### config.mk
export PLATFORM = sky130hd
export DESIGN_NAME = writeback
export DESIGN_NICKNAME = d
export VERILOG_FILES = /design/src/rtl/y86_pkg.sv /design/src/rtl/regfile.sv /design/src/rtl/writeback.sv
export SDC_FILE = /design/constraint.sdc
export NUM_CORES = 2
export LEC_CHECK = 0
export CORE_ASPECT_RATIO = 1.75
export CORE_MARGIN = 2
export CORE_UTILIZATION = 40
export DETAILED_ROUTE_END_ITERATION = 10
export GPL_ROUTABILITY_DRIVEN = 0
export HOLD_SLACK_MARGIN = 0.08
export PLACE_DENSITY = 0.62
export SLEW_MARGIN = 30
export SYNTH_ARGS = -nofsm -noshare
export SYNTH_HDL_FRONTEND = slang
export SYNTH_SLANG_ARGS = --single-unit
### constraint.sdc
create_clock -name clk -period 3.15 [get_ports clk]
set_input_delay 0.63 -clock clk [delete_from_list [all_inputs] [get_ports clk]]
set_output_delay 0.63 -clock clk [all_outputs]
set_load 0.01 [all_outputs]
### src/rtl/y86_pkg.sv
// Shared Y86-64 definitions: instruction codes, register ids, status codes
// and the writeback FSM state type.
package y86_pkg;

  localparam logic [3:0] I_HALT   = 4'h0;
  localparam logic [3:0] I_NOP    = 4'h1;
  localparam logic [3:0] I_RRMOVQ = 4'h2;
  localparam logic [3:0] I_IRMOVQ = 4'h3;
  localparam logic [3:0] I_RMMOVQ = 4'h4;
  localparam logic [3:0] I_MRMOVQ = 4'h5;
  localparam logic [3:0] I_OPQ    = 4'h6;
  localparam logic [3:0] I_JXX    = 4'h7;
  localparam logic [3:0] I_CALL   = 4'h8;
  localparam logic [3:0] I_RET    = 4'h9;
  localparam logic [3:0] I_PUSHQ  = 4'hA;
  localparam logic [3:0] I_POPQ   = 4'hB;

  localparam logic [3:0] RNONE = 4'hF;
  localparam logic [3:0] RRSP  = 4'h4;

  localparam logic [2:0] STAT_AOK = 3'd1;
  localparam logic [2:0] STAT_HLT = 3'd2;
  localparam logic [2:0] STAT_ADR = 3'd3;
  localparam logic [2:0] STAT_INS = 3'd4;

  localparam int NUM_REGS = 15;

  typedef enum logic {
    ST_RUN  = 1'b0,
    ST_STOP = 1'b1
  } wb_state_e;

  // Status of one instruction: memory faults outrank decode faults, which
  // outrank a normal halt.
  function automatic logic [2:0] instr_status(input logic mem_err,
                                              input logic instruct_err,
                                              input logic [3:0] icode);
    logic [2:0] s;
    s = STAT_AOK;
    if (mem_err)
      s = STAT_ADR;
    else if (instruct_err)
      s = STAT_INS;
    else if (icode == I_HALT)
      s = STAT_HLT;
    return s;
  endfunction

endpackage

### src/rtl/regfile.sv
// 15 x 64-bit register file: two combinational read ports, two write ports.
// Port M wins when both write the same register.
module regfile
  import y86_pkg::*;
(
  input  logic        clk,
  input  logic        rst_n,
  input  logic [3:0]  src_a,
  input  logic [3:0]  src_b,
  output logic [63:0] val_a,
  output logic [63:0] val_b,
  input  logic        we_e,
  input  logic [3:0]  dst_e,
  input  logic [63:0] data_e,
  input  logic        we_m,
  input  logic [3:0]  dst_m,
  input  logic [63:0] data_m
);

  logic [63:0] regs_q [NUM_REGS];

  // RNONE has no storage behind it, so it reads as zero.
  assign val_a = (src_a == RNONE) ? 64'd0 : regs_q[src_a];
  assign val_b = (src_b == RNONE) ? 64'd0 : regs_q[src_b];

  always_ff @(posedge clk or negedge rst_n) begin
    if (!rst_n) begin
      for (int i = 0; i < NUM_REGS; i++)
        regs_q[i] <= 64'd0;
    end else begin
      for (int i = 0; i < NUM_REGS; i++) begin
        if (we_m && dst_m == 4'(i))
          regs_q[i] <= data_m;
        else if (we_e && dst_e == 4'(i))
          regs_q[i] <= data_e;
      end
    end
  end

endmodule

### src/rtl/writeback.sv
// Y86-64 writeback stage: destination selection, commit/stop FSM, retired
// instruction counter, and the register file it commits into.
module writeback
  import y86_pkg::*;
(
  input  logic        clk,
  input  logic        rst_n,
  input  logic        en,
  input  logic [3:0]  icode,
  input  logic [3:0]  ifun,
  input  logic [3:0]  ra,
  input  logic [3:0]  rb,
  input  logic        cnd,
  input  logic [63:0] valE,
  input  logic [63:0] valM,
  input  logic        mem_err,
  input  logic        instruct_err,
  input  logic [3:0]  src_a,
  input  logic [3:0]  src_b,
  output logic [63:0] val_a,
  output logic [63:0] val_b,
  output logic [3:0]  dstE,
  output logic [3:0]  dstM,
  output logic [2:0]  stat,
  output logic        halted,
  output logic [63:0] retired
);

  wb_state_e   state_q, state_d;
  logic [2:0]  stop_stat_q, stop_stat_d;
  logic [63:0] retired_q, retired_d;
  logic [2:0]  stat_c;
  logic        commit;
  logic        unused_ifun;

  assign unused_ifun = ^ifun;

  always_comb begin
    dstE = RNONE;
    case (icode)
      I_RRMOVQ:                         dstE = cnd ? rb : RNONE;
      I_IRMOVQ, I_OPQ:                  dstE = rb;
      I_CALL, I_RET, I_PUSHQ, I_POPQ:   dstE = RRSP;
      default:                          dstE = RNONE;
    endcase
  end

  always_comb begin
    dstM = RNONE;
    if (icode == I_MRMOVQ || icode == I_POPQ)
      dstM = ra;
  end

  assign stat_c = instr_status(mem_err, instruct_err, icode);

  // Only a clean instruction in RUN commits; a faulting one stops the machine
  // without touching architectural state.
  assign commit = en && (state_q == ST_RUN) && (stat_c == STAT_AOK);

  always_comb begin
    state_d     = state_q;
    stop_stat_d = stop_stat_q;
    retired_d   = retired_q;
    if (commit) begin
      retired_d = retired_q + 64'd1;
    end else if (en && state_q == ST_RUN) begin
      state_d     = ST_STOP;
      stop_stat_d = stat_c;
    end
  end

  always_ff @(posedge clk or negedge rst_n) begin
    if (!rst_n) begin
      state_q     <= ST_RUN;
      stop_stat_q <= STAT_AOK;
      retired_q   <= 64'd0;
    end else begin
      state_q     <= state_d;
      stop_stat_q <= stop_stat_d;
      retired_q   <= retired_d;
    end
  end

  always_comb begin
    stat = STAT_AOK;
    if (state_q == ST_STOP)
      stat = stop_stat_q;
    else if (en)
      stat = stat_c;
  end

  assign halted  = (state_q == ST_STOP);
  assign retired = retired_q;

  regfile u_regfile (
    .clk    (clk),
    .rst_n  (rst_n),
    .src_a  (src_a),
    .src_b  (src_b),
    .val_a  (val_a),
    .val_b  (val_b),
    .we_e   (commit && (dstE != RNONE)),
    .dst_e  (dstE),
    .data_e (valE),
    .we_m   (commit && (dstM != RNONE)),
    .dst_m  (dstM),
    .data_m (valM)
  );

endmodule
==> flow_summary.json <==
{
  "synth_top_area_cell": "dfrtp_1",
  "tritoncts": "yes",
  "syn-instance-count": 6303,
  "rsz0062_at_grt": "yes",
  "die_y_um": 531,
  "wl_per_cell_um": 29.8,
  "worstSetupPathType": "input pin to output pin",
  "clk_pin_slew_ns": 0.07,
  "fp.dieW_um": 305,
  "fin_util_pct": 50.1,
  "worstPathArrival_ns": 2.52,
  "clockRootBuffer": "clkbuf_16",
  "route.vias.total": 56800,
  "rows": 193,
  "fmax_ghz": 0.318,
  "syn_area_um2": 63400,
  "fin_crit_sh_pct": 99.9,
  "multi_input_area_um2": 34900,
  "grt-ovfl-total": 0,
  "hold_viol": 0,
  "fill_cells": 14000,
  "coreArea_um2": 158000,
  "clockBufferDepth": 3,
  "end_kind": "output pin",
  "fin_worst_skew_ns": 0.0347,
  "grt_pass1_vias": 55900,
  "ys_seq_area_share_pct": 40.6,
  "syn-num-nets": 6462,
  "grt_pass1_wl_mm": 387,
  "stdcell_count": 8918,
  "regArea_um2": 25700,
  "cts_num_sinks": 1028,
  "grt_usage_pct": 32.2,
  "status": "finished, final reports clean",
  "grt_max_degree": 140,
  "cts_buffers": 104,
  "drt_first_pass_iters": 6,
  "area_delta_synth_final_pct": 24.7,
  "die_area_um2": 162000,
  "htree_num_levels": 3,
  "pre_cts_slack_ns": -0.387,
  "whs_ns": 0.420,
  "port-buffer-count": 357,
  "synth_top_area_share_pct": 40.5,
  "worstSetupStartpointType": "input pin",
  "worstPathMaxFanout": 8,
  "fin_ws_ns": 0.00293,
  "yosysUniqueCellTypes": 67,
  "power.density_nw_per_um2": 380,
  "synthArstFlopShare_pct": 100,
  "ys.warnings.count": 0,
  "ys_ff_latch": 1028,
  "setup-violations-final": 0,
  "synth_area_leaders": "dfrtp_1 41%, mux4_2 15%, mux2i_1 15%",
  "ant_nets": 0,
  "place_inst": 8626,
  "grt_antenna_before_repair": 51,
  "power_mw": 30.0,
  "drv_slew": 0,
  "power.leakage_nw": 37.5,
  "drc_errors": 0,
  "nNetsFinal": 6920,
  "cp_data_required_time_ns": 2.52,
  "clock_latency_ns": 0.76,
  "post_route_cells_drive_above_1_share_pct": 20.5,
  "viasPerCell": 6.37,
  "synth-edff-count": 0,
  "worst_slew_pin_slew_ns": 0.878,
  "initialDrtViolationCount": 7441,
  "start_util_pct": 40.2,
  "relSlewSlack_pct": 41.4,
  "avgSynthCellArea_um2": 10.1,
  "ir_worst_vdd_uv": 376,
  "ys.flop_type": "dfrtp_1",
  "wirelength_mm": 266,
  "dpl.hpwl_mm": 172,
  "maxCapViolCount": 0,
  "finalCriticalPeriod_ns": 3.15,
  "r2r_slack_ns": 0.54,
  "io_pins": 362,
  "hold_path.class": "input pin to asynchronous set/reset pin"
}
final timing paths:
check	startpoint	end	cells past startpoint
max in group asynchronous	rst_n	u_regfile.regs_q[107]$_DFFE_PN0P_	3
min reg2reg	retired[63]$_DFFE_PN0P_	retired[63]$_DFFE_PN0P_	1
max	src_b[0]	val_b[7]	7
min in group clk	retired[63]$_DFFE_PN0P_	retired[63]$_DFFE_PN0P_	1
max reg2reg	halted$_DFFE_PN0P_	u_regfile.regs_q[270]$_DFFE_PN0P_	9
min	rst_n	u_regfile.regs_q[581]$_DFFE_PN0P_	2
placed cells by master (no fill, tap or decap), types with 16 or more instances in the layout:
cell type / count
clkbuf_16: 111
nand3_1: 102
clkdlybuf4s15_1: 16
xor2_1: 35
a41oi_1: 64
nand2_1: 685
o21ai_0: 113
clkbuf_1: 24
dfrtp_1: 1026
clkbuf_8: 33
mux4_2: 420
mux2i_1: 913
nor3_1: 20
a21oi_1: 732
dlygate4sd2_1: 81
buf_12: 237
buf_4: 401
o22ai_1: 60
a31oi_1: 192
nor2_1: 953
nand4_1: 35
buf_16: 23
o211ai_1: 44
diode_2: 27
o22ai_2: 32
o21ai_1: 18
xnor2_1: 28
clkdlybuf4s50_1: 214
buf_6: 19
critical path, stage by stage:
cell and delay [ns]:
buf_16 0.14, buf_16 0.19, buf_16 0.15, buf_6 0.12, mux4_2 0.51, mux4_2 0.59, buf_6 0.17
power by group:
| part | switching [mW] | internal [mW] |
|---|---|---|
| registers | 0.108 | 13.3 |
| clock network | 5.74 | 7.55 |
| logic | 1.99 | 1.33 |
| total | 7.84 | 22.2 |
Yosys cell counts (93+ instances only):
| library cell | count |
|---|---|
| mux4_2 | 420 |
| dfrtp_1 | 1027 |
| o22ai_1 | 93 |
| mux2i_1 | 934 |
| nor2_1 | 953 |
| clkbuf_1 | 411 |
| nand2_1 | 687 |
| o21ai_0 | 133 |
| nand3_1 | 104 |
| a21oi_1 | 732 |
| buf_2 | 135 |
| a31oi_1 | 192 |
repair_timing:
item	in CTS	in global routing
gates cloned	13	5
pin swaps	4	3
setup buffers	42	15
hold buffers	1	0
endpoints found under the setup margin	131	51
gates resized for setup	281	58
endpoints found under the hold margin	6	0
cells by family (layout without fill, tap and decap cells):
| family | count (synthesis) | count (layout) | synth area share [%] |
|---|---|---|---|
| other | 0 | 27 | 0 |
| buffers and inverters | 697 | 1238 | 5.31 |
| AOI/OAI and AO/OA | 1274 | 1274 | 11.3 |
| adders and majority gates | 1 | 1 | 0.0197 |
| and+or+nand+nor | 1886 | 1886 | 12.3 |
| xor gates and xnor gates | 63 | 63 | 0.871 |
| muxes | 1354 | 1354 | 29.7 |
| DFF | 1028 | 1028 | 40.6 |
cell type report:
class | instances | share of cell area, %
inverters | 15 | 0.0712
clock inverters | 28 | 0.472
diodes | 27 | 0.0855
flip-flops and latches | 1028 | 32.5
well taps | 2047 | 3.24
repair buffers | 1034 | 15.5
clock buffers | 161 | 4.01
multi-input cells | 4578 | 44.1
layer usage:
metal / GRT usage (%) / part of all wire, % / up-vias
li1: - / - / 23700
met2: 50.3 / 46 / 3712
met3: 8.23 / 11 / 963
met1: 40.3 / 37 / 28300
met4: 19.1 / 6.4 / 40
met5: 0 / 0.097 / -
state kept, by name (all words and copies together), names as in the netlist:
name / flops
u_regfile.regs_q: 960
retired: 64
stop_stat_q: 3
halted: 1
stage by stage:
| step | instance area (um^2) | setup TNS (ns) |
|---|---|---|
| after floorplan | 63400 | 0 |
| after global placement | 73900 | -35.26 |
| after detailed placement | 73900 | -36.34 |
| after CTS | 78600 | -0.316 |
| after global routing | 79000 | -0.0276 |
| final | 79100 | 0 |
No activity file was read; power rests on OpenSTA's default activity.
